==> src/rtl/uart_pkg.sv <==
// Shared types for the UART transmit feeder: FSM states and the FIFO entry layout.
package uart_pkg;

  typedef enum logic [1:0] {
    S_IDLE    = 2'd0,
    S_WAIT_HI = 2'd1,
    S_WAIT_LO = 2'd2
  } feeder_state_t;

  typedef struct packed {
    logic [1:0]  nbytes_m1;
    logic [31:0] data;
  } tx_entry_t;

  localparam int ENTRY_W = $bits(tx_entry_t);

endpackage

==> src/rtl/sync_fifo.sv <==
// Single-clock FIFO with show-ahead head output and an occupancy counter.
module sync_fifo #(
  parameter int WIDTH      = 34,
  parameter int DEPTH_LOG2 = 4
) (
  input  logic                  clk,
  input  logic                  rstn,
  input  logic                  push,
  input  logic                  pop,
  input  logic [WIDTH-1:0]      wdata,
  output logic [WIDTH-1:0]      rdata,
  output logic [DEPTH_LOG2:0]   count,
  output logic                  full,
  output logic                  empty
);

  localparam int DEPTH = 1 << DEPTH_LOG2;
  localparam logic [DEPTH_LOG2:0] FULL_CNT = {1'b1, {DEPTH_LOG2{1'b0}}};

  logic [WIDTH-1:0]      mem [DEPTH];
  logic [DEPTH_LOG2-1:0] wr_ptr;
  logic [DEPTH_LOG2-1:0] rd_ptr;
  logic                  do_push;
  logic                  do_pop;

  // Guard against overflow/underflow even if the caller does not.
  assign do_push = push && !full;
  assign do_pop  = pop && !empty;
  assign full    = (count == FULL_CNT);
  assign empty   = (count == '0);
  assign rdata   = mem[rd_ptr];

  always_ff @(posedge clk) begin
    if (do_push) begin
      mem[wr_ptr] <= wdata;
    end
  end

  always_ff @(posedge clk) begin
    if (!rstn) begin
      wr_ptr <= '0;
      rd_ptr <= '0;
      count  <= '0;
    end else begin
      if (do_push) wr_ptr <= wr_ptr + 1'b1;
      if (do_pop)  rd_ptr <= rd_ptr + 1'b1;
      case ({do_push, do_pop})
        2'b10:   count <= count + 1'b1;
        2'b01:   count <= count - 1'b1;
        default: count <= count;
      endcase
    end
  end

endmodule

==> src/rtl/uart_tx_feeder.sv <==
// Queues 1-4 byte words and hands them to the UART serializer one byte per tx_start pulse.
// Handshake: a word transfers on a posedge where in_valid && in_ready; in_ready never depends on in_valid.
module uart_tx_feeder
  import uart_pkg::*;
#(
  parameter int DEPTH_LOG2 = 4
) (
  input  logic                  clk,
  input  logic                  rstn,
  input  logic                  in_valid,
  output logic                  in_ready,
  input  logic [31:0]           in_data,
  input  logic [1:0]            in_nbytes,
  output logic [7:0]            sdata,
  output logic                  tx_start,
  input  logic                  tx_busy,
  output logic [DEPTH_LOG2:0]   fifo_count,
  output logic                  idle
);

  feeder_state_t state;
  tx_entry_t     wr_entry;
  tx_entry_t     head;
  logic [23:0]   word_r;
  logic [1:0]    rem_r;
  logic          fifo_full;
  logic          fifo_empty;
  logic          push;
  logic          pop;

  assign wr_entry = '{nbytes_m1: in_nbytes, data: in_data};
  assign in_ready = !fifo_full;
  assign push     = in_valid && in_ready;
  assign pop      = (state == S_IDLE) && !fifo_empty && !tx_busy;

  sync_fifo #(
    .WIDTH      (ENTRY_W),
    .DEPTH_LOG2 (DEPTH_LOG2)
  ) u_fifo (
    .clk   (clk),
    .rstn  (rstn),
    .push  (push),
    .pop   (pop),
    .wdata (wr_entry),
    .rdata (head),
    .count (fifo_count),
    .full  (fifo_full),
    .empty (fifo_empty)
  );

  // Byte 0 goes straight to sdata on pop, so word_r only keeps the upper three bytes.
  always_ff @(posedge clk) begin
    if (!rstn) begin
      state    <= S_IDLE;
      word_r   <= '0;
      rem_r    <= '0;
      sdata    <= '0;
      tx_start <= 1'b0;
      idle     <= 1'b1;
    end else begin
      tx_start <= 1'b0;
      idle     <= fifo_empty && (state == S_IDLE) && !tx_busy;
      case (state)
        S_IDLE: begin
          if (pop) begin
            word_r   <= head.data[31:8];
            rem_r    <= head.nbytes_m1;
            sdata    <= head.data[7:0];
            tx_start <= 1'b1;
            state    <= S_WAIT_HI;
          end
        end
        S_WAIT_HI: begin
          if (tx_busy) state <= S_WAIT_LO;
        end
        S_WAIT_LO: begin
          if (!tx_busy) begin
            if (rem_r != 2'd0) begin
              word_r   <= {8'h00, word_r[23:8]};
              rem_r    <= rem_r - 2'd1;
              sdata    <= word_r[7:0];
              tx_start <= 1'b1;
              state    <= S_WAIT_HI;
            end else begin
              state <= S_IDLE;
            end
          end
        end
        default: state <= S_IDLE;
      endcase
    end
  end

endmodule

==> config.mk <==
export PLATFORM = sky130hd
export DESIGN_NAME = uart_tx_feeder
export DESIGN_NICKNAME = d
export VERILOG_FILES = /design/src/rtl/uart_pkg.sv /design/src/rtl/sync_fifo.sv /design/src/rtl/uart_tx_feeder.sv
export SDC_FILE = /design/constraint.sdc
export NUM_CORES = 1
export LEC_CHECK = 0
export CAP_MARGIN = 20
export CORE_ASPECT_RATIO = 0.6
export CORE_MARGIN = 4
export CORE_UTILIZATION = 32
export CTS_CLUSTER_SIZE = 8
export DETAILED_ROUTE_END_ITERATION = 6
export GPL_TIMING_DRIVEN = 0
export PLACE_DENSITY = 0.57
export SYNTH_ARGS = -nofsm -noshare
export SYNTH_HDL_FRONTEND = slang
export SYNTH_SLANG_ARGS = --single-unit
==> constraint.sdc <==
create_clock -name clk -period 3.6 [get_ports clk]
set_input_delay 0.36 -clock clk [delete_from_list [all_inputs] [get_ports clk]]
set_output_delay 0.36 -clock clk [all_outputs]
set_load 0.005 [all_outputs]
### Word-level counts from Yosys, hierarchy flattened

Memory sizes are Yosys's and may differ from the RTL's. A register that Yosys moved wholly into a read port is not among the register bits.
Index checks and enable logic that the tools add are counted.

* register bits after elaboration: 51
* RAM bits: 544
* input port bits: 38
* output and inout port bits: 16
* word-level logic and storage cells: 67
* memories kept: 1

* $add $sub $neg: 5
* equality and inequality tests: 9
* multiplexer cells: 26
* reductions and logical operators: 17

Memory list
* u_fifo.mem: depth 16, bits a word 34, read ports 1, clocked after Yosys merged registers in 1, wr ports 1, RTL line sync_fifo.sv:20 `logic [WIDTH-1:0] mem [DEPTH];`

Operators with widths (number)
* $mux W24: 3
* $pmux W24 S2: 1
* $mux W8: 3
* $pmux W8 S2: 1
* $mux W2: 6
* $pmux W5 S2: 1
* $add A4 B1 Y4 const B: 2
* $mux W4: 2
* $logic_and A1 B1 Y1: 7
* $mux W1: 6
* $ne A2 B2 Y1 const B: 3
* $pmux W2 S3: 1
* $reduce_bool A2 Y1: 3
* $add A5 B1 Y5 const B: 1
* $eq A5 B5 Y1 const B: 1
* $logic_not A5 Y1: 1
* $sub A5 B1 Y5 const B: 1
* $eq A2 B1 Y1 const B: 2
* $eq A2 B2 Y1 const B: 2
* $pmux W2 S2: 1
* $reduce_and A4 Y1: 1
* $logic_not A1 Y1: 3
* $reduce_and A3 Y1: 1
* $logic_not A2 Y1: 1
* other kinds (3): 3

### Depth between registers and ports, before layout

Gate-level depths: netlist (run 1).

* depth in word-level cells: 7
* depth in mapped cells: 12
* gate-level depth less buffers: 10

### By module

From an unflattened synthesis (run 1), not the netlist that was laid out.

* cell total of the unflattened synthesis: 1070
* area, all modules: 23382.4 µm²

Modules (own cells, without submodules)
* sync_fifo: instances 1, cells each 882, area each 21416.8 µm², sequential area each 16676.0 µm²
* uart_tx_feeder: instances 1, cells each 188, area each 1965.6 µm², sequential area each 760.7 µm²

### Worst setup path after synthesis (run 1)

Ideal clock, no wire load.

* path kind: register -> register
* start point: register u_fifo.count[2]
* end point: memory u_fifo.mem[3][0], enable pin
* arrival time: 3.555 ns
* path slack: -0.423 ns
* stages on the path, launching flop included: 6
* buffers on the path: 1
* clock period less this slack: 4.023 ns
* path through: dfxtp_1 -> clkbuf_1 -> nor4_4 -> a21boi_2 -> nand2_1 -> nor3_1

* longest elaborated chain between the ends: 6

Ends and longest elaborated chain
* start: declaration: RTL line sync_fifo.sv:12 `output logic [DEPTH_LOG2:0] count,`
* start signal: assignment: RTL line sync_fifo.sv:48 `2'b10: count <= count + 1'b1;`
* start signal: assignment: RTL line sync_fifo.sv:49 `2'b01: count <= count - 1'b1;`
* start signal: assignment: RTL line sync_fifo.sv:50 `default: count <= count;`
* $eq A5 B5 Y1 (*): RTL line sync_fifo.sv:29 `assign full = (count == FULL_CNT);`
* $logic_not A1 Y1 (*): RTL line sync_fifo.sv:27, uart_tx_feeder.sv:32
* $logic_and A1 B1 Y1: RTL line uart_tx_feeder.sv:33 `assign push = in_valid && in_ready;`
* $logic_and A1 B1 Y1 (*): RTL line sync_fifo.sv:27 `assign do_push = push && !full;`
* $mux W1 (*): RTL line sync_fifo.sv:34 `if (do_push) begin`
* $mux W1 (implied by the code) (*): RTL line sync_fifo.sv:35 `mem[wr_ptr] <= wdata;`
* end: declaration: RTL line sync_fifo.sv:20

Every way passes the cells marked *; elsewhere a longest branch is shown, timed or not.

### Worst setup path after layout (run 1)

* start point: register state[0]
* end point: register u_fifo.count[4]

* longest elaborated chain between the ends: 6
* elaborated cells between the ends (all ways): 8

Ends and longest elaborated chain
* start: declaration: RTL line uart_tx_feeder.sv:21 `feeder_state_t state;`
* start signal: assignment: RTL line uart_tx_feeder.sv:54 `state <= S_IDLE;`
* start signal: assignment: RTL line uart_tx_feeder.sv:70 `state <= S_WAIT_HI;`
* start signal: assignment: RTL line uart_tx_feeder.sv:74 `if (tx_busy) state <= S_WAIT_LO;`
* $logic_not A2 Y1 (*): RTL line uart_tx_feeder.sv:34 `assign pop = (state == S_IDLE) && !fifo_empty && !tx_busy;`
* $logic_and A1 B1 Y1 (*) (2 in a row): RTL line uart_tx_feeder.sv:34
* $logic_and A1 B1 Y1 (*): RTL line sync_fifo.sv:28 `assign do_pop = pop && !empty;`
* named net u_fifo.do_pop: RTL line sync_fifo.sv:24 `logic do_pop;`
* $eq A2 B1 Y1 or $eq A2 B2 Y1 (tied branches): RTL line sync_fifo.sv:47 `case ({do_push, do_pop})`
* $pmux W5 S2 or $reduce_bool A2 Y1 (tied branches)

The timed path passes the listed nets; every way through them passes the cells marked *.
A chain may end at the register's enable or synchronous reset.

==> results of run 1 <==
==> cell type report <==
| type | instances | area (um^2) | area share |
|---|---|---|---|
| plain buffers | 64 | 377.9 | 0.01353 |
| clock buffers | 127 | 2306 | 0.08259 |
| clock inverters | 5 | 51.30 | 0.001837 |
| inverters | 6 | 22.52 | 0.0008067 |
| multi-input cells | 421 | 5375 | 0.1925 |
| flip-flops and latches | 599 | 17440 | 0.6245 |
| well taps | 962 | 1204 | 0.04311 |
| repair buffers | 81 | 1146 | 0.04105 |
==> where the power goes <==
| group | internal [mW] | switching (mW) |
|---|---|---|
| clock | 4.35 | 2.78 |
| combinational | 1.73 | 1.82 |
| sequential | 7.99 | 0.292 |
==> final timing paths <==
| path | depth (start not counted) | startpoint | endpoint |
|---|---|---|---|
| worst min-delay path | 3 | rstn | u_fifo.count[3] |
| worst max-delay path | 11 | state[0] | u_fifo.count[4] |
| worst max register to register | 11 | state[0] | u_fifo.count[4] |
| worst min register to register | 2 | word_r[17] | word_r[17] |
==> layout by cell type (no fill, tap or decap), types with 6 or more instances in the layout <==
| cell type | synthesis | final |
|---|---|---|
| sky130_fd_sc_hd__o22ai_1 | 33 | 33 |
| sky130_fd_sc_hd__nor2b_1 | 7 | 7 |
| sky130_fd_sc_hd__mux4_2 | 136 | 136 |
| sky130_fd_sc_hd__clkbuf_1 | 26 | 65 |
| sky130_fd_sc_hd__dfxtp_1 | 55 | 55 |
| sky130_fd_sc_hd__o221ai_2 | 10 | 10 |
| sky130_fd_sc_hd__xnor2_1 | 6 | 6 |
| sky130_fd_sc_hd__buf_12 | 0 | 9 |
| sky130_fd_sc_hd__a22o_1 | 16 | 16 |
| sky130_fd_sc_hd__and2_1 | 11 | 11 |
| sky130_fd_sc_hd__nor2_4 | 0 | 12 |
| sky130_fd_sc_hd__clkdlybuf4s50_1 | 0 | 53 |
| sky130_fd_sc_hd__nand2_1 | 15 | 15 |
| sky130_fd_sc_hd__inv_1 | 6 | 6 |
| sky130_fd_sc_hd__mux2_2 | 51 | 51 |
| sky130_fd_sc_hd__ha_1 | 8 | 8 |
| sky130_fd_sc_hd__buf_6 | 13 | 13 |
| sky130_fd_sc_hd__nand3_1 | 9 | 9 |
| sky130_fd_sc_hd__o221ai_1 | 14 | 14 |
| sky130_fd_sc_hd__buf_16 | 0 | 12 |
| sky130_fd_sc_hd__buf_2 | 23 | 23 |
| sky130_fd_sc_hd__clkbuf_16 | 0 | 86 |
| sky130_fd_sc_hd__buf_8 | 1 | 8 |
| sky130_fd_sc_hd__nand2b_1 | 7 | 7 |
| sky130_fd_sc_hd__edfxtp_1 | 544 | 544 |
| sky130_fd_sc_hd__nor2_1 | 49 | 37 |
| sky130_fd_sc_hd__mux2i_1 | 8 | 8 |
==> worst reg2reg max path, stage by stage, from the launching register on <==
cell	delay (ps)
sky130_fd_sc_hd__dfxtp_1	290
sky130_fd_sc_hd__buf_2	150
sky130_fd_sc_hd__or3_4	390
sky130_fd_sc_hd__a21oi_4	310
sky130_fd_sc_hd__buf_2	320
sky130_fd_sc_hd__ha_1	400
sky130_fd_sc_hd__xor2_1	190
sky130_fd_sc_hd__ha_1	210
sky130_fd_sc_hd__a31oi_1	100
sky130_fd_sc_hd__or4b_1	510
sky130_fd_sc_hd__a21oi_1	270
sky130_fd_sc_hd__mux2i_1	210
==> logic make-up after synthesis <==
kind of cell               after synthesis  share of synthesized area
AOI/OAI and AO/OA                       90                    0.03220
xor gates and xnor gates                10                   0.003794
adders and majority gates                8                   0.004336
buffers and inverters                   72                    0.01767
DFF                                    599                     0.7553
muxes                                  195                     0.1610
and+or+nand+nor                        118                    0.02564
==> state kept, by name (all words and copies together) (netlist names), named ones only <==
register / flops
sdata: 8
u_fifo.rd_ptr: 4
word_r: 24
u_fifo.wr_ptr: 4
u_fifo.mem: 544
state: 2
u_fifo.count: 5
rem_r: 2
idle: 1
tx_start: 1
==> timing repair <==
| action | in CTS | in global routing |
|---|---|---|
| endpoints found under the hold margin | 0 | 0 |
| hold buffers | 0 | 0 |
| setup endpoints to repair | 0 | 1 |
==> metal layers <==
layer / vias to the layer above / share of wire / wire, um
li1: 4895 / - / -
met5: - / 0 / 0
met2: 449 / 0.42 / 24100
met1: 6169 / 0.48 / 27800
met3: 66 / 0.082 / 4714
met4: 0 / 0.014 / 793
==> metrics by stage <==
step	hold slack, ps	power (mW)	instance area [um^2]
3_3_place_gp	491.1	11.83	24840
3_5_place_dp	491.9	11.98	25570
2_1_floorplan	458.7	10.66	23100
6_report	461.3	18.96	27920
5_1_grt	483.0	19.76	27920
4_1_cts	455.1	19.14	27930
==> run summary, run 1 <==
Finish-stage setup viols -> 0
vias -> 11580
RSZ-0062 raised after global routing -> false
slowest library cell on the worst path -> sky130_fd_sc_hd__or4b_1
routed wire length -> 57400 um
delay-heaviest family, CP -> simple AND/OR/NAND/NOR gates
Peak VDD IR -> 0.3668 mV
Die Wd -> 354.7 um
deepest clock path buffer count -> 3
worst setup timing slack at the placement stage -> -343.7 ps
synthesis-to-layout area growth -> 20.94%
type of the worst min-delay path -> in -> reg
grt met1 use -> 0.2388
Sinks on Clock Net -> 599
CTS-repair resized insts -> 0
gr busiest metal -> met1
initial core utilization -> 0.3267
worst skew pair latency -> 610 ps
areal power density over the cells -> 678.9 nW/um^2
Post CTS Setup Buffer Count -> 0
core region area -> 70660 um^2
sort of element at the start of the critical path -> register
vias in the first global route -> 11500
routability congestion estimate from global placement -> 0.7812
register bit count reported by yosys -> 599
routed vias/inst -> 5.112
TritonCTS clock tree -> yes
highest clock frequency the design can meet -> 0.2945 GHz
number of fill cells in the layout -> 6222
I/O pin cnt -> 54
synth warn -> 0
status -> finished, final reports clean
number of flops mapped to enable cells by yosys -> 544
final cell utilization of the core -> 0.3951
Synth Instances -> 1092
diode insertion count for antenna repair -> 0
first-pass GRT wire length -> 82400 um
max-capacitance violation count -> 0
WP data required -> 4150 ps
dominant cell by count in the synthesized netlist -> sky130_fd_sc_hd__edfxtp_1
fin. max-slew vios -> 0
Root Buffer Master -> sky130_fd_sc_hd__clkbuf_16
Layout Nets -> 1303
final period demand of the worst path -> 3396 ps
number of cells after detailed placement -> 2135
area fraction of the dominant cell type after synthesis -> 0.7076
part of the cycle the worst path needs -> 0.9434
H-tree level count -> 3
sum of overflow across all layers after global routing -> 0
total negative setup slack -> 0 ps
relative max-transition margin -> 0.2604
maximum single-stage delay on the critical path -> 510 ps
number of nets with antenna violations after routing -> 0
average wire length per cell after detail routing -> 25.34 um
post-synth net total -> 1138
static power due to leakage -> 8.601 nW
overall die height -> 216.0 um
average cell area after synthesis -> 21.14 um^2
register area share after synthesis -> 0.7553
total buffers and inverters traversed by the critical path -> 2
number of hold-slack violations in the final timing report -> 0
share of post-route cells with drive strength above 1 -> 0.2863
DRC marker count from the first detailed-route iteration -> 1179
register-to-register setup slack -> 200 ps
router iterations before antenna repair -> 5
Setup WS post-layout -> 203.9 ps
placed wire-length estimate after detailed placement -> 38330 um
category of the critical setup timing path -> reg -> reg
number of buffers inserted during clock tree synthesis -> 84
Synth cell types -> 47
Clock transition at path regs -> 50 ps
met2 track utilization from global routing -> 0.2059
worst-path maximum fanout -> 10
final cell count without fillers -> 2265
aggregate global-route resource usage -> 0.1498
list of cells traversed by the critical path -> buf_2 -> or3_4 -> a21oi_4 -> buf_2 -> ha_1 -> xor2_1 -> ha_1 -> a31oi_1 -> or4b_1 -> a21oi_1 -> mux2i_1
worst clock skew -> 24.43 ps
Synth Cell Area -> 23080 um^2
row count -> 75
leading post-synthesis cells by cell area -> sky130_fd_sc_hd__edfxtp_1, sky130_fd_sc_hd__mux4_2, sky130_fd_sc_hd__dfxtp_1
most frequently used flop master after synthesis -> sky130_fd_sc_hd__edfxtp_1
cell accounting for the most synthesized area -> sky130_fd_sc_hd__edfxtp_1
leading post-synthesis cells by instance count -> sky130_fd_sc_hd__edfxtp_1, sky130_fd_sc_hd__mux4_2, sky130_fd_sc_hd__dfxtp_1
met3 Use GR -> 0.03671
DRC violations left -> 0
antenna violations before repair -> 0
Total Die Area -> 76640 um^2
signal arrival time at the worst endpoint -> 3940 ps
Tightest Pin Transition -> 1109 ps
proportion of synthesized flip-flops having asynchronous set or reset -> 0
endpoint kind of the worst setup timing path -> register
maximum number of pins on one net before global-route repair -> 20
quantity of I/O buffers inserted on ports -> 53
Power figures use the tool's default switching activity.
==> run 2, diff against run 1 <==
--- a/config.mk
+++ b/config.mk
@@ -6,7 +6,6 @@
 export NUM_CORES = 1
 export LEC_CHECK = 0
 export CAP_MARGIN = 20
-export CORE_ASPECT_RATIO = 0.6
 export CORE_MARGIN = 4
 export CORE_UTILIZATION = 32
 export CTS_CLUSTER_SIZE = 8
==> run summary, run 2 (synthesized netlist as in run 1, its figures left out) <==
status -> finished, final reports clean
Tightest Pin Transition -> 992.8 ps (-116.6 ps)
Root Buffer Master -> sky130_fd_sc_hd__clkbuf_16
sort of element at the start of the critical path -> register
TritonCTS clock tree -> yes
quantity of I/O buffers inserted on ports -> 53 (unchanged)
part of the cycle the worst path needs -> 0.9575 (+0.01413)
max-capacitance violation count -> 0 (unchanged)
first-pass GRT wire length -> 81430 um (-1.2%)
H-tree level count -> 3 (unchanged)
areal power density over the cells -> 682.2 nW/um^2 (+0.49%)
startpoint of the worst hold path -> word_r[19]
router iterations before antenna repair -> 5 (unchanged)
Layout Nets -> 1297 (-0.46%)
aggregate global-route resource usage -> 0.1437 (-0.006091)
initial core utilization -> 0.3229 (-0.003768)
maximum number of pins on one net before global-route repair -> 20 (unchanged)
highest clock frequency the design can meet -> 0.2901 GHz (-1.5%)
overall die height -> 276.6 um (+28%)
final period demand of the worst path -> 3447 ps (+50.88 ps)
average wire length per cell after detail routing -> 24.33 um (-4.0%)
signal arrival time at the worst endpoint -> 3970 ps (+30 ps)
worst flop-to-flop path startpoint -> state[0]
synthesis-to-layout area growth -> 20.65%
relative max-transition margin -> 0.3360 (+0.07555)
routability congestion estimate from global placement -> 0.7578 (-3.0%)
number of nets with antenna violations after routing -> 0 (unchanged)
endpoint kind of the worst setup timing path -> register
Post CTS Setup Buffer Count -> 0 (unchanged)
category of the critical setup timing path -> reg -> reg
commonest non-fill, non-tap cells in the layout -> sky130_fd_sc_hd__edfxtp_1, sky130_fd_sc_hd__mux4_2, sky130_fd_sc_hd__clkbuf_16
fin. max-slew vios -> 0 (unchanged)
Hold Path Sink -> word_r[19]
vias -> 11320 (-2.2%)
worst setup timing slack at the placement stage -> -377.7 ps (-33.94 ps)
DRC marker count from the first detailed-route iteration -> 882 (-25%)
register-to-register setup slack -> 150 ps (-50 ps)
largest registers -> u_fifo.mem: 544 flops, word_r: 24 flops, sdata: 8 flops
number of buffers inserted during clock tree synthesis -> 84 (unchanged)
static power due to leakage -> 8.572 nW (-0.33%)
type of the worst min-delay path -> reg -> reg
share of post-route cells with drive strength above 1 -> 0.2808 (-0.005467)
DRC violations left -> 0 (unchanged)
Finish-stage setup viols -> 0 (unchanged)
worst clock skew -> 25.13 ps (+0.6974 ps)
Setup WS post-layout -> 153.0 ps (-50.88 ps)
top register by number of flip-flops -> u_fifo.mem
RSZ-0062 raised after global routing -> false
total power -> 19.00 mW (+0.24%)
worst skew pair latency -> 610 ps (about the same)
routed wire length -> 54940 um (-4.3%)
CTS-repair resized insts -> 0 (unchanged)
core region area -> 71490 um^2 (+1.2%)
Sinks on Clock Net -> 599 (unchanged)
row count -> 98 (+31%)
Hold-fix buffers, CTS -> 0 (unchanged)
placed wire-length estimate after detailed placement -> 35390 um (-7.7%)
worst-path maximum fanout -> 10 (unchanged)
hold path cells -> 2 (-1)
WP data required -> 4130 ps (-20 ps)
number of hold-slack violations in the final timing report -> 0 (unchanged)
sum of overflow across all layers after global routing -> 0 (unchanged)
Peak VDD IR -> 0.3249 mV (-11%)
most frequent standard cell in the layout excluding fill and tap cells -> sky130_fd_sc_hd__edfxtp_1
deepest clock path buffer count -> 3 (unchanged)
antenna violations before repair -> 2 (+2)
vias in the first global route -> 12000 (+4.3%)
FF-to-FF path depth -> 11 (unchanged)
Clock transition at path regs -> 50 ps (about the same)
Total Die Area -> 76500 um^2 (-0.18%)
number of flip-flops under the largest register name -> 544 (unchanged)
routed vias/inst -> 5.013 (-1.9%)
I/O pin cnt -> 54 (unchanged)
Worst R2R End -> u_fifo.count[4]
Die Wd -> 276.6 um (-22%)
[run 2: cell count changes in the layout (fill, tap and decap cells not counted), sizes merged]
cell,before,now
buf,68,62
clkbuf,151,162
clkinv,1,0
diode,0,1
[run 2: worst max-delay path by stage]
stage	from	endpoint	slack, ps	depth (start not counted)
after floorplan	u_fifo.count[2]	u_fifo.mem[15][0]	490	5
after global placement	in_valid	u_fifo.mem[12][19]	-1880	4
after detailed placement	tx_busy	u_fifo.count[4]	-380	12
after CTS	state[0]	u_fifo.count[4]	40	12
after global routing	state[0]	u_fifo.count[4]	0.7	11
final	state[0]	u_fifo.count[4]	150	11
[run 2: worst max-delay path, stage by stage (launching register included)]
cell	delay, ps
sky130_fd_sc_hd__dfxtp_1	290
sky130_fd_sc_hd__buf_2	150
sky130_fd_sc_hd__or3_4	390
sky130_fd_sc_hd__a21oi_4	360
sky130_fd_sc_hd__buf_2	340
sky130_fd_sc_hd__ha_1	380
sky130_fd_sc_hd__xor2_1	180
sky130_fd_sc_hd__ha_1	200
sky130_fd_sc_hd__a31oi_1	90
sky130_fd_sc_hd__or4b_1	520
sky130_fd_sc_hd__a21oi_1	240
sky130_fd_sc_hd__mux2i_1	220
[run 2: power by group]
group          leakage, nW  internal [mW]  switching, mW
Sequential            5.36           7.99          0.281
Clock                 1.16           4.44           2.78
Combinational         2.05           1.74           1.77
[run 2: per-stage QoR]
| step | TNS [ps] | cell area, um^2 | cells | util | hold slack (ps) |
|---|---|---|---|---|---|
| floorplan | 0 | 23100 | 1092 | - | 458.7 |
| global placement | -894260 | 24820 | 2095 | 0.3473 | 491.7 |
| detailed placement | -407.9 | 25440 | 2117 | 0.3559 | 497.3 |
| CTS | 0 | 27860 | 2259 | 0.3897 | 483.8 |
| global route | 0 | 27850 | 2257 | 0.3896 | 509.2 |
| finish | 0 | 27850 | 2258 | 0.3896 | 515.4 |
[run 2: layout make-up]
type	count	area (um^2)
diodes	1	2.502
flip-flops and latches	599	17440
well taps	950	1189
plain buffers	64	377.9
clock inverters	4	46.29
repair buffers	75	1033
inverters	6	22.52
clock buffers	138	2369
multi-input cells	421	5375
fillers	6335	43630
[run 2: per-layer routing]
layer,vias to the layer above,global-route usage,part of all wire
met3,74,0.03751,0.068
met1,6021,0.1982,0.44
met5,-,0,0.00036
met2,341,0.2302,0.48
met4,2,0.03335,0.017
li1,4882,-,-
==> run 3, diff against run 2 <==
--- a/config.mk
+++ b/config.mk
@@ -8,7 +8,6 @@
 export CAP_MARGIN = 20
 export CORE_MARGIN = 4
 export CORE_UTILIZATION = 32
-export CTS_CLUSTER_SIZE = 8
 export DETAILED_ROUTE_END_ITERATION = 6
 export GPL_TIMING_DRIVEN = 0
 export PLACE_DENSITY = 0.57
==> run summary, run 3 (synthesized netlist as in run 1, its figures left out) <==
status -> finished, final reports clean
cell area after layout -> 27330 um^2 (-1.9%)
deepest clock path buffer count -> 3 (unchanged)
Post CTS Setup Buffer Count -> 0 (unchanged)
quantity of I/O buffers inserted on ports -> 53 (unchanged)
TritonCTS clock tree -> yes
DRC marker count from the first detailed-route iteration -> 970 (+10%)
DRC violations left -> 0 (unchanged)
routed vias/inst -> 5.023 (+0.20%)
number of buffers inserted during clock tree synthesis -> 59 (-30%)
max-capacitance violation count -> 0 (unchanged)
Tightest Pin Transition -> 987.8 ps (-5.039 ps)
switching power total -> 4.609 mW (-4.5%)
Finish-stage setup viols -> 0 (unchanged)
placed wire-length estimate after detailed placement -> 35390 um (unchanged)
vias in the first global route -> 11710 (-2.4%)
relative max-transition margin -> 0.3393 (+0.003370)
worst setup timing slack at the placement stage -> -377.7 ps (unchanged)
synthesis-to-layout area growth -> 18.37%
total negative setup slack -> 0 ps (unchanged)
sort of element at the start of the critical path -> register
Total Die Area -> 76500 um^2 (unchanged)
commonest non-fill, non-tap cells in the layout -> sky130_fd_sc_hd__edfxtp_1, sky130_fd_sc_hd__mux4_2, sky130_fd_sc_hd__clkbuf_16
WP data required -> 4140 ps (about the same)
maximum number of pins on one net before global-route repair -> 20 (unchanged)
core region area -> 71490 um^2 (unchanged)
number of hold-slack violations in the final timing report -> 0 (unchanged)
areal power density over the cells -> 651.9 nW/um^2 (-4.4%)
overall die height -> 276.6 um (unchanged)
average wire length per cell after detail routing -> 24.43 um (+0.43%)
antenna violations before repair -> 3 (+1)
total power -> 17.81 mW (-6.2%)
H-tree level count -> 2 (-1)
routed wire length -> 54360 um (-1.0%)
vias -> 11180 (-1.3%)
most frequent standard cell in the layout excluding fill and tap cells -> sky130_fd_sc_hd__edfxtp_1
router iterations before antenna repair -> 5 (unchanged)
Sinks on Clock Net -> 599 (unchanged)
I/O pin cnt -> 54 (unchanged)
proportion of total power due to net switching -> 0.2588 (+0.004777)
number of fill cells in the layout -> 6386 (+0.81%)
static power due to leakage -> 8.333 nW (-2.8%)
Die Wd -> 276.6 um (unchanged)
worst clock skew -> 18.74 ps (-6.390 ps)
category of the critical setup timing path -> reg -> reg
Int Power -> 13.20 mW (-6.8%)
routability congestion estimate from global placement -> 0.7578 (unchanged)
signal arrival time at the worst endpoint -> 3890 ps (-80 ps)
final cell utilization of the core -> 0.3823 (-0.007351)
number of nets with antenna violations after routing -> 0 (unchanged)
top register by number of flip-flops -> u_fifo.mem
highest clock frequency the design can meet -> 0.2984 GHz (+2.9%)
final period demand of the worst path -> 3351 ps (-96.13 ps)
worst skew pair latency -> 630 ps (+20 ps)
relative contribution of sequential cells to total power -> 0.463 (+0.028)
endpoint kind of the worst setup timing path -> register
Clock transition at path regs -> 60 ps (about the same)
number of flip-flops under the largest register name -> 544 (unchanged)
row count -> 98 (unchanged)
placed inst area -> 25440 um^2 (unchanged)
part of the total power dissipated in the clock network -> 0.340 (-0.040)
Layout Nets -> 1272 (-1.9%)
Peak VDD IR -> 0.3272 mV (+0.69%)
type of the worst min-delay path -> reg -> reg
RSZ-0062 raised after global routing -> false
part of the cycle the worst path needs -> 0.9308 (-0.02670)
Root Buffer Master -> sky130_fd_sc_hd__clkbuf_16
part of the total power dissipated in combinational logic -> 0.197 (+0.012)
fin. max-slew vios -> 0 (unchanged)
worst-path maximum fanout -> 10 (unchanged)
initial core utilization -> 0.3229 (unchanged)
aggregate global-route resource usage -> 0.1411 (-0.002570)
share of post-route cells with drive strength above 1 -> 0.2802 (-0.0005759)
sum of overflow across all layers after global routing -> 0 (unchanged)
Setup WS post-layout -> 249.2 ps (+96.13 ps)
first-pass GRT wire length -> 80030 um (-1.7%)
largest registers -> u_fifo.mem: 544 flops, word_r: 24 flops, sdata: 8 flops
-- run 3: worst max-delay path, cell delays in order (launching register included) --
cell and delay, ps:
sky130_fd_sc_hd__dfxtp_1 300, sky130_fd_sc_hd__buf_6 130, sky130_fd_sc_hd__or3_4 400, sky130_fd_sc_hd__a21oi_4 360
sky130_fd_sc_hd__buf_2 340, sky130_fd_sc_hd__ha_2 320, sky130_fd_sc_hd__xor2_1 170, sky130_fd_sc_hd__ha_1 200
sky130_fd_sc_hd__a31oi_1 90, sky130_fd_sc_hd__or4b_1 520, sky130_fd_sc_hd__a21oi_1 230, sky130_fd_sc_hd__mux2i_1 210
-- run 3: routing by layer --
metal / vias up / wire length [um] / track usage
met5: - / 20 / 0
met4: 2 / 993 / 0.03348
met3: 78 / 3917 / 0.03229
met2: 342 / 25540 / 0.2256
met1: 5936 / 23900 / 0.1978
li1: 4819 / - / -
-- run 3: what timing repair did --
action	4_1_cts	5_1_grt
setup endpoints to repair	0	1
resized for setup	0	1
hold buffers	0	0
-- run 3: worst paths after layout --
path	start	to	slack, ps	cells after the start
min reg2reg	word_r[18]	word_r[18]	520	2
min	word_r[18]	word_r[18]	520	2
max reg2reg	state[1]	u_fifo.count[4]	250	11
max	state[1]	u_fifo.count[4]	250	11
-- run 3: power groups by stage --
stage	Sequential, mW	Combinational (mW)	Clock, mW
2_1_floorplan	8.27	2.38	0
3_3_place_gp	8.38	3.42	0
3_5_place_dp	8.38	3.58	0
4_1_cts	8.24	3.59	6.17
5_1_grt	8.28	3.81	6.49
6_report	8.25	3.51	6.05
-- run 3: cell type report --
class,count,area [um^2],area share
Clock buffer,90,1675,0.06131
Inverter,6,22.52,0.0008242
Sequential cell,599,17440,0.6381
Clock inverter,19,211.5,0.007738
Timing Repair Buffer,75,1033,0.03782
Antenna cell,1,2.502,0.00009158
Multi-Input combinational cell,421,5378,0.1968
Buffer,64,377.9,0.01383
Tap cell,950,1189,0.04350
-- run 3: per-stage QoR --
stage	hold slack, ps	std cells
global route	521.8	2224
CTS	497.6	2226
finish	518.7	2225
global placement	491.7	2095
floorplan	458.7	1092
detailed placement	497.3	2117
